--- src/rtl/ahb_arbiter_slave_5_pkg.sv ---
`default_nettype none
// ============================================================================
// Module      : ahb_arbiter_slave_5_pkg
// Description : Shared AHB encodings and arbiter state type for the
//               per-slave arbiters.
//               HTRANS_*      : AHB htrans encodings
//               HBURST_SINGLE : AHB single-beat burst encoding
//               arb_state_e   : arbiter ownership state
//               inc_wrap()    : modulo-n increment of a channel index
// Revision    : 1.0 - initial release
// ============================================================================
package ahb_arbiter_slave_5_pkg;

  localparam logic [1:0] HTRANS_IDLE   = 2'b00;
  localparam logic [1:0] HTRANS_BUSY   = 2'b01;
  localparam logic [1:0] HTRANS_NONSEQ = 2'b10;
  localparam logic [1:0] HTRANS_SEQ    = 2'b11;

  localparam logic [2:0] HBURST_SINGLE = 3'b000;

  typedef enum logic [0:0] {
    ARB_IDLE  = 1'b0,
    ARB_OWNED = 1'b1
  } arb_state_e;

  // Next channel index after idx, wrapping at n.
  function automatic int inc_wrap(input int idx, input int n);
    return (idx + 1 >= n) ? 0 : idx + 1;
  endfunction

endpackage
`default_nettype wire

--- src/rtl/ahb_arbiter_slave_5_rr_pick.sv ---
`default_nettype none
// ============================================================================
// Module      : ahb_arbiter_slave_5_rr_pick
// Description : Combinational round-robin priority picker. Returns the first
//               set request bit found searching upward from start_i, with
//               wrap-around.
// Ports       : req_i   [N-1:0]      request vector
//               start_i [IDX_W-1:0]  index searched first
//               grant_o [N-1:0]      one-hot winner (zero when no request)
//               valid_o              a winner exists
// Revision    : 1.0 - initial release
// ============================================================================
module ahb_arbiter_slave_5_rr_pick #(
  parameter int N     = 4,
  parameter int IDX_W = 2
) (
  input  logic [N-1:0]     req_i,
  input  logic [IDX_W-1:0] start_i,
  output logic [N-1:0]     grant_o,
  output logic             valid_o
);

  logic [2*N-1:0] req_dbl;
  logic [N-1:0]   req_rot;
  logic [N-1:0]   gnt_rot;
  logic [2*N-1:0] gnt_dbl;
  logic [IDX_W:0] back_off;

  // Rotate so start_i lands on bit 0, take the lowest set bit, rotate back.
  assign req_dbl  = {req_i, req_i};
  assign req_rot  = req_dbl[start_i +: N];
  assign gnt_dbl  = {gnt_rot, gnt_rot};
  assign back_off = (IDX_W+1)'(N) - {1'b0, start_i};
  assign grant_o  = gnt_dbl[back_off +: N];
  assign valid_o  = |req_i;

  always_comb begin
    logic found;
    found   = 1'b0;
    gnt_rot = '0;
    for (int k = 0; k < N; k++) begin
      if (!found && req_rot[k]) begin
        gnt_rot[k] = 1'b1;
        found      = 1'b1;
      end
    end
  end

endmodule
`default_nettype wire

--- src/rtl/ahb_arbiter_slave_5.sv ---
`default_nettype none
// ============================================================================
// Module      : ahb_arbiter_slave_5
// Description : Per-slave AHB round-robin arbiter for slave_5. Holds the
//               grant across bursts and locked sequences and only moves it
//               on cycles accepted by the slave.
// Ports       : hclk, hreset      clock, synchronous active-high reset
//               req, hmastlock    per-master request / lock
//               htrans_sel        htrans of the granted master
//               hburst_sel        hburst of the granted master
//               hready_in         slave HREADYOUT (address phase accepted)
//               sel, sel_data     one-hot address / data phase owner
//               hmaster, owned    encoded owner index, owner present
// Revision    : 1.0 - initial release
// ============================================================================
module ahb_arbiter_slave_5
  import ahb_arbiter_slave_5_pkg::*;
#(
  parameter int CHANNEL_NUM = 4,
  parameter int IDX_W       = (CHANNEL_NUM > 1) ? $clog2(CHANNEL_NUM) : 1
) (
  input  logic                   hclk,
  input  logic                   hreset,
  input  logic [CHANNEL_NUM-1:0] req,
  input  logic [CHANNEL_NUM-1:0] hmastlock,
  input  logic [1:0]             htrans_sel,
  input  logic [2:0]             hburst_sel,
  input  logic                   hready_in,
  output logic [CHANNEL_NUM-1:0] sel,
  output logic [CHANNEL_NUM-1:0] sel_data,
  output logic [IDX_W-1:0]       hmaster,
  output logic                   owned
);

  arb_state_e             state_q, state_d;
  logic [CHANNEL_NUM-1:0] sel_q, sel_d;
  logic [CHANNEL_NUM-1:0] sel_data_q, sel_data_d;
  logic [IDX_W-1:0]       rr_ptr_q, rr_ptr_d;

  logic [IDX_W-1:0]       owner_idx;
  logic [IDX_W-1:0]       win_idx;
  logic [IDX_W-1:0]       pick_start;
  logic [CHANNEL_NUM-1:0] pick_grant;
  logic                   pick_valid;
  logic                   owner_lock;
  logic                   owner_req;
  logic                   handover;

  always_comb begin
    owner_idx = '0;
    win_idx   = '0;
    for (int i = 0; i < CHANNEL_NUM; i++) begin
      if (sel_q[i])      owner_idx = IDX_W'(i);
      if (pick_grant[i]) win_idx   = IDX_W'(i);
    end
  end

  // While owned, the search starts just past the owner so the owner itself
  // is considered last and only keeps the bus when nobody else asks.
  assign pick_start = (state_q == ARB_OWNED)
                    ? IDX_W'(inc_wrap(int'(owner_idx), CHANNEL_NUM))
                    : rr_ptr_q;

  ahb_arbiter_slave_5_rr_pick #(
    .N     (CHANNEL_NUM),
    .IDX_W (IDX_W)
  ) u_rr_pick (
    .req_i   (req),
    .start_i (pick_start),
    .grant_o (pick_grant),
    .valid_o (pick_valid)
  );

  assign owner_lock = |(hmastlock & sel_q);
  assign owner_req  = |(req & sel_q);
  // Burst beats (SEQ/BUSY, or NONSEQ of a multi-beat burst) keep ownership.
  assign handover   = !owner_lock &&
                      (!owner_req || (htrans_sel == HTRANS_IDLE) ||
                       ((htrans_sel == HTRANS_NONSEQ) && (hburst_sel == HBURST_SINGLE)));

  always_comb begin
    state_d    = state_q;
    sel_d      = sel_q;
    sel_data_d = sel_data_q;
    rr_ptr_d   = rr_ptr_q;
    if (hready_in) begin
      // Only NONSEQ/SEQ transfers advance into a data phase.
      sel_data_d = (owned && htrans_sel[1]) ? sel_q : '0;
      case (state_q)
        ARB_IDLE: begin
          if (pick_valid) begin
            sel_d   = pick_grant;
            state_d = ARB_OWNED;
          end
        end
        ARB_OWNED: begin
          if (handover) begin
            if (pick_valid) begin
              sel_d    = pick_grant;
              rr_ptr_d = IDX_W'(inc_wrap(int'(win_idx), CHANNEL_NUM));
            end else begin
              sel_d   = '0;
              state_d = ARB_IDLE;
            end
          end
        end
        default: begin
          sel_d   = '0;
          state_d = ARB_IDLE;
        end
      endcase
    end
  end

  always_ff @(posedge hclk) begin
    if (hreset) begin
      state_q    <= ARB_IDLE;
      sel_q      <= '0;
      sel_data_q <= '0;
      rr_ptr_q   <= '0;
    end else begin
      state_q    <= state_d;
      sel_q      <= sel_d;
      sel_data_q <= sel_data_d;
      rr_ptr_q   <= rr_ptr_d;
    end
  end

  assign sel      = sel_q;
  assign sel_data = sel_data_q;
  assign hmaster  = owner_idx;
  assign owned    = |sel_q;

  a_sel_onehot0 : assert property (@(posedge hclk) disable iff (hreset) $onehot0(sel_q));

endmodule
`default_nettype wire

--- config.mk ---
export PLATFORM = sky130hd
export DESIGN_NAME = ahb_arbiter_slave_5
export DESIGN_NICKNAME = d
export VERILOG_FILES = /design/src/rtl/ahb_arbiter_slave_5_pkg.sv /design/src/rtl/ahb_arbiter_slave_5_rr_pick.sv /design/src/rtl/ahb_arbiter_slave_5.sv
export SDC_FILE = /design/constraint.sdc
export NUM_CORES = 1
export LEC_CHECK = 0
export CORE_MARGIN = 3
export CORE_UTILIZATION = 44
export DETAILED_ROUTE_END_ITERATION = 7
export HOLD_SLACK_MARGIN = 0.08
export MAX_ROUTING_LAYER = met4
export PLACE_DENSITY = 0.77
export SYNTH_ARGS = -nofsm -noshare
export SYNTH_HDL_FRONTEND = slang
export SYNTH_SLANG_ARGS = --single-unit
--- constraint.sdc ---
create_clock -name hclk -period 2.04 [get_ports hclk]
set_input_delay 0.204 -clock hclk [delete_from_list [all_inputs] [get_ports hclk]]
set_output_delay 0.204 -clock hclk [all_outputs]
set_load 0.005 [all_outputs]
==> run_results.csv <==
group,metric,value,unit
synth,netlist_instances,94,
clock_tree,post-cts-setup-buffers,0,
detailed_routing,wl,2093,um
final_layout,stdcell_count,148,
detailed_routing,vias,834,
final_layout,post-route-util,0.6925,
clock_tree,htreeDepth,1,
floorplan,start_util,0.4969,
detailed_routing,drtPass1Iterations,4,
timing,rsz0062_at_grt,"no",
timing,fin_worst_skew,6.536,ps
synth,synthDistinctLibCells,43,
timing,tightest_slew,446.0,ps
clock_tree,cts-root-buf,"clkbuf_4",
synth,synthesis.area,800.8,um2
timing,min_period,1937,ps
global_route,track_usage,0.1958,
synth,synth_fp_nets,110,
clock_tree,insertion_delay,260,ps
synth,synth_top_area_cell,"dfxtp_1",
synth,synth_edf_count,0,
global_route,grt_pass1_vias,832,
clock_tree,path_clk_slew,70,ps
final_layout,mostFrequentLayoutCells,"clkdlybuf4s50_1, dfxtp_1, nand3_1, nand2b_1",
synth,seq_area_frac_synth,0.2750,
placement,place_congestion,0.9015,
synth,synth-async-reset-ratio,0,
power,power_density,504.5,mW/mm2
hold_path,hold_class,"reg -> reg",
synth,synth_ff_type,"dfxtp_1",
timing,clock.fmax,0.5164,GHz
final_layout,fillers,157,
synth,ys_ff_latch,11,
clock_tree,cts_tree,"yes",
timing,maxSlewHeadroom,0.7017,
setup_path,startpoint_type,"register",
placement,dp_hpwl,1668,um
placement,io_buffers,26,
timing,setup_ws,103.4,ps
detailed_routing,drt-initial-drc-count,27,
clock_tree,clock_sinks,11,
final_layout,insertedDiodeCount,0,
floorplan,die_area,0.002368,mm2
setup_path,cp-end-kind,"output pin",
synth,syn_area_per_cell,8.519,um2
setup_path,critPathRequiredTime,1840,ps
run_status,status,"completed",
detailed_routing,ant_nets,0,
setup_path,criticalPathCategory,"reg -> out",
synth,synthTopCellsByArea,"dfxtp_1, nand2b_1, nand3_1, buf_4, o2bb2ai_1",
synth,synth_top_area_share,0.2750,
placement,pre_cts_ws,57.55,ps
timing,hold_viol_final,0,
timing,fin_crit_sh,0.9493,
flow_run,maxCapViolCount,0,
setup_path,critPathMaxFanout,10,
power,irDropWorstVdd,0.4604,mV
global_route,antenna_found_initial,0,
timing,drv_slew,0,
final_layout,layout_commonest_cell,"clkdlybuf4s50_1",
global_route,overflow,0,
floorplan,core_area,0.001612,mm2
global_route,grt_pass1_wl,3622,um
global_route,grt_max_degree,12,
final_layout,syn2layout_area_growth,39.37,%
floorplan,chipHeight,48.66,um
placement,dp.cells,144,
setup_path,cp.arrival,1730,ps
floorplan,ioPinCount,27,
floorplan,rows,14,
clock_tree,max-clock-path-buffers,2,
floorplan,dieWidth,48.66,um
final_layout,num-nets-final,141,
synth,yosys_warnings,0,
final_layout,final_layout_size_suffix_gt1_frac,0.1532,
detailed_routing,avgViaCountPerCell,5.635,
timing,timing.setup.tns,0,ps
timing,setup_viol,0,
power,p_leak,0.3953,nW
detailed_routing,routedWlPerCell,14.14,um
clock_tree,numCtsBuffers,3,
detailed_routing,drc,0,
-- cells in the mapped netlist, types with 2 or more instances --
cell type	instances
nor2_1	5
o221ai_1	2
a21oi_1	5
buf_4	4
nand2b_1	7
a311oi_1	2
dfxtp_1	11
nand3_1	8
o2bb2ai_1	3
o21ai_0	3
and3_1	2
a22o_1	2
inv_1	5
nand2_1	6
-- layer usage --
metal,part of all wire,GRT usage
met1,0.47,0.2439
met3,0.054,0.06135
met2,0.47,0.3190
met4,0.0043,0.02370
met5,0,-
-- power breakdown --
group | total [mW] | internal [mW] | switching, mW | leakage [nW]
combinational | 0.177 | 0.104 | 0.0735 | 0.290
sequential | 0.245 | 0.224 | 0.0205 | 0.0904
clock | 0.141 | 0.0755 | 0.0655 | 0.0150
total | 0.563 | 0.404 | 0.159 | 0.395
-- flip-flops by register name, summed over array words and instances (netlist names) --
signal,flops
rr_ptr_q,2
sel,4
sel_data,4
state_q,1
-- cell type report --
class	instances	area, um2	area share
Sequential cell	11	222.7	0.1996
Multi-Input combinational cell	72	513.0	0.4596
Clock buffer	4	26.28	0.02354
Timing Repair Buffer	32	305.3	0.2735
Inverter	5	18.77	0.01682
Tap cell	24	30.03	0.02691
-- what timing repair did --
action | CTS | global route
resized for setup | 0 | 2
hold buffers | 0 | 0
setup endpoints to repair | 0 | 1
-- through the flow --
step                      total power, mW  hold slack [ps]  area [um2]
after CTS                          0.5683            474.3        1114
after detailed placement           0.4252            466.4        1087
after global placement             0.4234            456.5        1087
final                              0.5631            466.9        1116
after floorplan                    0.3446            360.7       800.8
after global routing               0.5971            488.5        1116
-- path summary, 6_finish.rpt --
check	from	endpoint	slack (ps)	depth (start not counted)
worst min-delay path	sel_data[2]	sel_data[2]	470	2
worst max register to register	state_q	rr_ptr_q[1]	250	6
worst min register to register	sel_data[2]	sel_data[2]	470	2
worst max-delay path	sel[3]	owned	100	3
-- cells by family after synthesis --
family / synth area share
muxes: 0.01250
and+or+nand+nor: 0.2625
AOI/OAI and AO/OA: 0.3547
xor gates and xnor gates: 0.01094
DFF: 0.2750
buffers and inverters: 0.08438
-- worst max-delay path, stage by stage (launching register included) --
cell	delay (ps)
dfxtp_2	380
or2_2	340
or3_1	300
clkdlybuf4s50_1	450
No activity file was read; power rests on OpenSTA's default activity.
